===== config.mk =====
export PLATFORM = sky130hd
export DESIGN_NAME = alu_cmd_sequencer
export DESIGN_NICKNAME = d
export VERILOG_FILES = /design/src/rtl/alu_pkg.sv /design/src/rtl/alu_cmd_sequencer.sv
export SDC_FILE = /design/constraint.sdc
export NUM_CORES = 1
export LEC_CHECK = 0
export ABC_AREA = 1
export CORE_ASPECT_RATIO = 2
export CORE_MARGIN = 10
export CORE_UTILIZATION = 48
export CTS_BUF_LIST = sky130_fd_sc_hd__clkbuf_4 sky130_fd_sc_hd__clkbuf_8
export CTS_CLUSTER_SIZE = 25
export DETAILED_ROUTE_END_ITERATION = 6
export GPL_TIMING_DRIVEN = 0
export PLACE_DENSITY = 0.91
export SLEW_MARGIN = 40
export SYNTH_ARGS = -nofsm -noshare
export SYNTH_HDL_FRONTEND = slang
export SYNTH_SLANG_ARGS = --single-unit

===== constraint.sdc =====
create_clock -name clk -period 1.4 [get_ports clk]
set_input_delay 0.28 -clock clk [delete_from_list [all_inputs] [get_ports clk]]
set_output_delay 0.28 -clock clk [all_outputs]
set_load 0.01 [all_outputs]

===== src/rtl/alu_pkg.sv =====
// ----------------------------------------------------------------------------
// alu_pkg: opcode constants, sequencer state enum and opcode legality check
//          shared by the ALU and alu_cmd_sequencer.  Rev 1.0
// ----------------------------------------------------------------------------
`default_nettype none

package alu_pkg;

  localparam logic [3:0] OP_ADD  = 4'b0000;
  localparam logic [3:0] OP_SUB  = 4'b0001;
  localparam logic [3:0] OP_MUL  = 4'b0011;
  localparam logic [3:0] OP_DIV  = 4'b0111;
  localparam logic [3:0] OP_AND  = 4'b1111;
  localparam logic [3:0] OP_OR   = 4'b1000;
  localparam logic [3:0] OP_NOT  = 4'b1001;
  localparam logic [3:0] OP_NAND = 4'b1011;
  localparam logic [3:0] OP_NOR  = 4'b1010;
  localparam logic [3:0] OP_XOR  = 4'b1100;
  localparam logic [3:0] OP_XNOR = 4'b1101;

  typedef enum logic [1:0] {
    IDLE   = 2'd0,
    SETTLE = 2'd1,
    RESULT = 2'd2
  } seq_state_t;

  function automatic logic is_legal_op(input logic [3:0] op);
    case (op)
      4'b0010, 4'b0100, 4'b0101, 4'b0110, 4'b1110: is_legal_op = 1'b0;
      default:                                     is_legal_op = 1'b1;
    endcase
  endfunction

endpackage

`default_nettype wire


===== src/rtl/alu_cmd_sequencer.sv =====
// ----------------------------------------------------------------------------
// alu_cmd_sequencer: drives an external combinational ALU, waits SETTLE_CYCLES,
// returns the result. Option macro: ALU_CMD_SEQUENCER_CHAIN_EN.  Rev 1.0
// ----------------------------------------------------------------------------
`default_nettype none

module alu_cmd_sequencer
  import alu_pkg::*;
#(
  parameter int SETTLE_CYCLES = 1
) (
  input  logic       clk,
  input  logic       rst_n,
  input  logic       cmd_valid,
  output logic       cmd_ready,
  input  logic [3:0] cmd_op,
  input  logic [3:0] cmd_a,
  input  logic [3:0] cmd_b,
`ifdef ALU_CMD_SEQUENCER_CHAIN_EN
  input  logic       cmd_chain,
`endif
  output logic [3:0] alu_op,
  output logic [3:0] alu_a,
  output logic [3:0] alu_b,
  input  logic [7:0] alu_r,
  output logic       res_valid,
  input  logic       res_ready,
  output logic [7:0] res_data,
  output logic [3:0] res_op,
  output logic       res_err,
  output logic [7:0] err_count
);

  localparam logic [3:0] CNT_LOAD = 4'(SETTLE_CYCLES - 1);

  seq_state_t state, state_n;
  logic [3:0] cnt, cnt_n;
  logic [3:0] alu_op_n, alu_a_n, alu_b_n, res_op_n;
  logic [7:0] res_data_n, err_count_n;
  logic       res_err_n, err_inc;
  logic [3:0] op_a;

`ifdef ALU_CMD_SEQUENCER_CHAIN_EN
  // Low nibble of the most recent non-error result, substituted for cmd_a.
  logic [3:0] chain_nib, chain_nib_n;
  assign op_a = cmd_chain ? chain_nib : cmd_a;
`else
  assign op_a = cmd_a;
`endif

  assign cmd_ready = rst_n && (state == IDLE);
  assign res_valid = (state == RESULT);

  always_comb begin
    state_n    = state;
    cnt_n      = cnt;
    alu_op_n   = alu_op;
    alu_a_n    = alu_a;
    alu_b_n    = alu_b;
    res_data_n = res_data;
    res_op_n   = res_op;
    res_err_n  = res_err;
    err_inc    = 1'b0;
`ifdef ALU_CMD_SEQUENCER_CHAIN_EN
    chain_nib_n = chain_nib;
`endif
    case (state)
      IDLE: begin
        if (cmd_valid && cmd_ready) begin
          alu_op_n = cmd_op;
          alu_a_n  = op_a;
          alu_b_n  = cmd_b;
          res_op_n = cmd_op;
          if (!is_legal_op(cmd_op)) begin
            res_data_n = 8'h00;
            res_err_n  = 1'b1;
            err_inc    = 1'b1;
            state_n    = RESULT;
          end else if (cmd_op == OP_DIV && cmd_b == 4'd0) begin
            // Divide-by-zero never reaches the ALU result path.
            res_data_n = 8'hFF;
            res_err_n  = 1'b1;
            err_inc    = 1'b1;
            state_n    = RESULT;
          end else begin
            cnt_n   = CNT_LOAD;
            state_n = SETTLE;
          end
        end
      end
      SETTLE: begin
        if (cnt == 4'd0) begin
          res_data_n = alu_r;
          res_err_n  = 1'b0;
          state_n    = RESULT;
`ifdef ALU_CMD_SEQUENCER_CHAIN_EN
          chain_nib_n = alu_r[3:0];
`endif
        end else begin
          cnt_n = cnt - 4'd1;
        end
      end
      RESULT: begin
        if (res_ready) state_n = IDLE;
      end
      default: state_n = IDLE;
    endcase
    err_count_n = (err_inc && err_count != 8'hFF) ? err_count + 8'd1 : err_count;
  end

  always_ff @(posedge clk) begin
    if (!rst_n) begin
      state     <= IDLE;
      cnt       <= 4'd0;
      alu_op    <= 4'd0;
      alu_a     <= 4'd0;
      alu_b     <= 4'd0;
      res_data  <= 8'd0;
      res_op    <= 4'd0;
      res_err   <= 1'b0;
      err_count <= 8'd0;
`ifdef ALU_CMD_SEQUENCER_CHAIN_EN
      chain_nib <= 4'd0;
`endif
    end else begin
      state     <= state_n;
      cnt       <= cnt_n;
      alu_op    <= alu_op_n;
      alu_a     <= alu_a_n;
      alu_b     <= alu_b_n;
      res_data  <= res_data_n;
      res_op    <= res_op_n;
      res_err   <= res_err_n;
      err_count <= err_count_n;
`ifdef ALU_CMD_SEQUENCER_CHAIN_EN
      chain_nib <= chain_nib_n;
`endif
    end
  end

endmodule

`default_nettype wire


======== Yosys cells after proc, flatten, opt, wreduce, memory -nomap -nowiden ========
Index checks and enable logic that the tools add are counted.
word-level totals
  output and inout port bits .............. 35
  input port bits ......................... 24
  bits in writable memories ............... 0
  latch bits .............................. 0
  register bits ........................... 35
  memories kept ........................... 0
  ROM bits ................................ 0
cells by class
  reductions and logical operators ........ 13
  equality and inequality tests ........... 16
  magnitude comparators ................... 0
  divide/modulo/power cells ............... 0
  shifts and indexed selects .............. 0
  muxes and demuxes ....................... 28
  bitwise operators ....................... 0
  $mul .................................... 0
  $add $sub $neg .......................... 2
operators with widths
  kind                                                                    count
  8-bit two-way mux                                                       4
  4-bit by 3-bit equality test with 1-bit output (second input constant)  4
  4-bit two-way mux                                                       4
  8-bit case mux with 2 select lines                                      1
  1-bit two-way mux                                                       11
  2-bit two-way mux                                                       5
  8-bit by 1-bit adder with 8-bit output (second input constant)          1
  4-bit logical NOT                                                       2
  8-bit != test (second input constant)                                   1
  4-bit case mux with 2 select lines                                      1
  2-bit by 1-bit != test with 1-bit output (second input constant)        3
  2-bit != test (second input constant)                                   3
  2-bit case mux with 3 select lines                                      1
  5-bit AND reduction                                                     1
  5-bit OR reduction                                                      1
  4-bit by 2-bit equality test with 1-bit output (second input constant)  1
  4-bit equality test (second input constant)                             1
  1-bit logical AND                                                       4
  4-bit AND reduction                                                     1
  4-bit by 1-bit subtractor with 4-bit output (second input constant)     1
  3-bit by 2-bit != test with 1-bit output (second input constant)        1
  3-bit AND reduction                                                     1
  2-bit by 1-bit equality test with 1-bit output (second input constant)  1
  2-bit equality test (second input constant)                             1
  other kinds (4)                                                         4

======== Logic depth before layout (Yosys ltp) ========
  depth in word-level cells ............... 9
  depth in mapped cells ................... 10

======== Least setup slack after synthesis ========
Ideal clock, no wire load.
  path type ............................... register -> register
  start point ............................. register err_count[1]
  end point ............................... register err_count[0]
  cell stages (with the launch flop) ...... 9
  setup time .............................. 0.114 ns
  slack ................................... 0.062 ns
  data required time ...................... 1.286 ns
  period minus slack after synthesis ...... 1.338 ns
  path buffers ............................ 0
  arrival time ............................ 1.225 ns
  path through ............................ dfxtp_1 -> ha_1 -> inv_1 -> nor2_1 -> nand2_1 -> nand3_2 -> nand2_1 -> nand2_1 -> nor2_1
between the ends
  cells in the longest elaborated chain, start to end .. 2
RTL lines
  what                    line                      RTL
  start, declared         alu_cmd_sequencer.sv:31   output logic [7:0] err_count
  start signal, assigned  alu_cmd_sequencer.sv:134  err_count <= err_count_n;
  8-bit != test           alu_cmd_sequencer.sv:108  err_count_n = (err_inc && err_count != 8'hFF) ? err_count + 8'd1 : err_count;
  1-bit logical AND       alu_cmd_sequencer.sv:108
Every way passes these cells.
A chain may end at the register's enable or synchronous reset.

======== Worst setup path in the final report ========
  start point ............................. input port cmd_op[1]
  end point ............................... register err_count[1]
between the ends
  cells in the longest elaborated chain, start to end .. 9
RTL lines
  what                                                                    line                      RTL
  start, declared                                                         alu_cmd_sequencer.sv:16   input logic [3:0] cmd_op,
  4-bit by 2-bit equality test with 1-bit output (tied with other cells)  alu_pkg.sv:28             case (op)
  5-bit OR reduction                                                      alu_pkg.sv:28
  1-bit two-way mux                                                       alu_pkg.sv:28
  1-bit two-way mux                                                       alu_cmd_sequencer.sv:69   if (cmd_valid && cmd_ready) begin
  1-bit two-way mux                                                       alu_cmd_sequencer.sv:67   case (state)
  1-bit two-way mux *                                                     alu_cmd_sequencer.sv:74   if (!is_legal_op(cmd_op)) begin
  1-bit two-way mux *                                                     alu_cmd_sequencer.sv:69
  1-bit two-way mux *                                                     alu_cmd_sequencer.sv:67
  1-bit logical AND *                                                     alu_cmd_sequencer.sv:108
Mark *: on every way between the ends. The rest lies on a longest branch, timed or not. The select of a mux whose other input is x is not followed.

==> results_tabular.tex <==
\begin{tabular}{lr}
\hline
Metric & Value \\
\hline
\multicolumn{2}{l}{\textbf{Logic synthesis}} \\
\quad Portion of netlist area occupied by mux cells & 0 \\
\quad Number of register bits inferred by synthesis & 35 \\
\quad Combinational family with the most area after synthesis & simple AND/OR/NAND/NOR gates \\
\quad Yosys warning total & 0 \\
\quad Synth Area in XOR/XNOR & 0.00945 \\
\quad Share of synthesized area occupied by flip-flops and latches & 0.378 \\
\quad Share of flip-flops with an asynchronous set or reset & 0 \\
\quad Fraction of the mapped netlist area in compound gates & 0.0790 \\
\quad Leading register cell type out of synthesis & dfxtp\_1 \\
\quad Post-synth design cell area & 1850 um\^{}2 \\
\quad Yosys cell types & 28 \\
\quad Post-synth EDFFs & 0 \\
\quad Most area-hungry cell type in the Yosys netlist & dfxtp\_1 \\
\quad Synthesized-area fraction occupied by adder cells & 0.0203 \\
\quad Top cells by count, synth & 91 x nand2\_1, 35 x dfxtp\_1, 27 x inv\_1, 25 x nor2\_1, 17 x nand3\_1 \\
\quad Post-Synthesis Net Count & 302 \\
\quad Portion of synthesized cell area occupied by the leading cell type & 0.378 \\
\quad Dominant cells by area after synthesis & dfxtp\_1 38\%, nand2\_1 18\%, inv\_1 5.5\% \\
\quad Synthesized-area fraction occupied by and/or/nand/nor cells & 0.393 \\
\quad Most used standard cell by instance count after synthesis & nand2\_1 \\
\quad Average instance area after synthesis & 6.74 um\^{}2 \\
\quad Number of instances in the synthesized netlist & 275 \\
\multicolumn{2}{l}{\textbf{STA}} \\
\quad Max-Slew Margin vs Limit & 0.620 \\
\quad Worst hold slack across all endpoints & 304 ps \\
\quad Min Tclk post-route & 1430 ps \\
\quad Post-route setup slack & -33.7 ps \\
\quad Worst-case clock skew & 8.95 ps \\
\quad Measured slew at the worst slew-check pin & 571 ps \\
\quad Final-report max-slew violation count & 0 \\
\quad RSZ-0062 raised after global routing & true \\
\quad Maximum operating frequency & 698 MHz \\
\quad Final hold violation count & 0 \\
\quad Crit share post-route & 1.02 \\
\quad Total setup violations reported at the end of the flow & 13 \\
\multicolumn{2}{l}{\textbf{CTS}} \\
\quad Clock transition time at the flip-flop clock pins of the worst setup and hold paths & 70 ps \\
\quad TritonCTS clock tree & done \\
\quad Number of levels in the clock H-tree & 2 \\
\quad Sink Count & 35 \\
\quad Buffers from clock root to sink, at most & 2 \\
\quad Source-to-sink clock delay at the later pin of the worst-skew pair & 290 ps \\
\quad Number of buffers created by CTS & 5 \\
\quad Buffer cell driving the clock tree root & clkbuf\_8 \\
\multicolumn{2}{l}{\textbf{Final layout}} \\
\quad Filler cells & 244 \\
\quad Share of layout cells above drive strength 1 & 0.273 \\
\quad Final design utilization & 0.770 \\
\quad Final non-filler cell total & 404 \\
\quad Layout area overhead & 53.1\% \\
\quad Count of nets after finishing & 381 \\
\quad Antenna fix cells & 0 \\
\multicolumn{2}{l}{\textbf{Detailed routing}} \\
\quad Vias & 2,114 \\
\quad First-pass iteration count of the detailed router & 5 \\
\quad Routed via count divided by cell count & 5.23 \\
\quad DRT antenna net count & 0 \\
\quad Count of unresolved DRC violations after routing & 0 \\
\quad Routed wirelength normalized by instance count & 15.6 um \\
\quad Aggregate routed wire length & 6300 um \\
\quad Starting DRT DRC Count & 153 \\
\multicolumn{2}{l}{\textbf{Placement}} \\
\quad Count of port buffers added during placement & 57 \\
\quad Placed Cells & 381 \\
\quad Placed wire-length estimate & 4000 um \\
\quad Routability-driven placement congestion ratio & 0.761 \\
\multicolumn{2}{l}{\textbf{Worst hold path}} \\
\quad Hold crit path type & in -> reg \\
\multicolumn{2}{l}{\textbf{Global route}} \\
\quad Initial antenna violation count & 0 \\
\quad Maximum number of pins on one net before global-route repair & 12 \\
\quad GRT Util Overall & 0.157 \\
\quad Remaining Overflow, GRT & 0 \\
\quad Global-route wire length before repair & 8780 um \\
\quad Vias in the first global route & 2,017 \\
\multicolumn{2}{l}{\textbf{Floorplanning}} \\
\quad Initial core utilization & 0.503 \\
\quad X dimension of the die & 63.9 um \\
\quad Height of the die & 108 um \\
\quad Core outline area & 3680 um\^{}2 \\
\quad Boundary Pins & 59 \\
\quad Standard-cell row count & 31 \\
\quad Area enclosed by the die boundary & 6900 um\^{}2 \\
\multicolumn{2}{l}{\textbf{Power and ir drop}} \\
\quad Max VDD drop & 0.000751 V \\
\quad Lkg Pwr & 1.40 nW \\
\quad Power density cells & 969 nW/um\^{}2 \\
\quad Tot Pwr & 2.75 mW \\
\multicolumn{2}{l}{\textbf{Critical path}} \\
\quad Kind of start point of the critical path & input pin \\
\quad Critical path arrival & 1640 ps \\
\quad Crit-path max FO & 6 \\
\quad Setup crit end kind & flip-flop \\
\quad WS Path Type & in -> reg \\
\quad Required time of the critical path & 1610 ps \\
\multicolumn{2}{l}{\textbf{Flow run}} \\
\quad Max Cap Violations & 0 \\
\multicolumn{2}{l}{\textbf{Status}} \\
\quad Outcome & finished with violations \\
\quad Violated checks & negative setup slack \\
\hline
\end{tabular}
==> worst max-delay path, cell delays in order <==
cell and delay (ps):
clkdlybuf4s50_1 420, nand2_1 110, inv_1 50, nor2_2 130, nand2_4 110, nand2_4 140, buf_4 150, nand4_1 70
a21oi_1 180
==> layer usage <==
layer,vias up,GRT usage,part of all wire
met1,972,0.138,0.32
met3,29,0.0396,0.053
li1,1011,-,-
met4,0,0.101,0.052
met5,-,0,0
met2,102,0.299,0.57
==> through the flow <==
step	TNS, ps	cell area (um^2)	setup WS [ps]
floorplan	0	1850	61.7
global placement	-8710	2480	-400
detailed placement	-9630	2480	-424
CTS	-1730	2580	-149
global route	-1550	2840	-120
finish	-257	2840	-33.7
==> cell families (layout without fill, tap and decap cells) <==
group	Yosys count	after routing
adders and majority gates	3	3
and+or+nand+nor	162	164
DFF	35	35
xor gates and xnor gates	2	2
buffers and inverters	46	124
AOI/OAI and AO/OA	27	27
==> area by class of cell <==
class | instances | area [um^2] | area share
Tap cell | 49 | 61.3 | 0.0216
Clock inverter | 1 | 7.51 | 0.00265
Sequential cell | 35 | 717 | 0.253
Timing Repair Buffer | 70 | 647 | 0.228
Multi-Input combinational cell | 196 | 1070 | 0.377
Inverter | 33 | 134 | 0.0472
Buffer | 13 | 104 | 0.0366
Clock buffer | 7 | 96.3 | 0.0340
==> where the power goes <==
group	total (mW)	switching [mW]	internal [mW]
clock network	0.816	0.368	0.447
logic	0.800	0.433	0.367
registers	1.13	0.0523	1.08
total	2.75	0.854	1.89
==> state kept, by name, indices dropped and copies added, names as in the netlist <==
signal	count
state	2
res_err	1
res_op	4
res_data	8
alu_b	4
alu_a	4
err_count	8
cnt	4
==> cells in the final DEF, fill, tap and decap left out, types with 10 or more instances in the layout <==
cell and count:
o21ai_1 10, clkdlybuf4s50_1 20, dfxtp_1 24, dfxtp_2 10, nand2_1 82, nand3_1 16, nor2_2 13, inv_1 24
dlygate4sd2_1 33, buf_4 16, nor2_1 21
==> final timing paths <==
kind / slack (ps) / cells after the start / from / to
worst min-delay path: 300 / 3 / rst_n / alu_a[1]$_SDFFE_PN0P_
worst max-delay path: -30 / 9 / cmd_op[1] / err_count[1]$_SDFFE_PN0P_
worst min register to register: 460 / 2 / alu_a[1]$_SDFFE_PN0P_ / alu_a[1]$_SDFFE_PN0P_
worst max register to register: -30 / 10 / cnt[0]$_SDFFE_PN0P_ / res_data[6]$_SDFFE_PN0P_
==> timing repair <==
action	in CTS	in global routing
resized for setup	48	47
endpoints found under the setup margin	58	32
gates cloned	1	4
pin swaps	3	13
buffers inserted	0	10
hold buffers	0	0
Note: power is estimated with default switching activity, not from simulation.
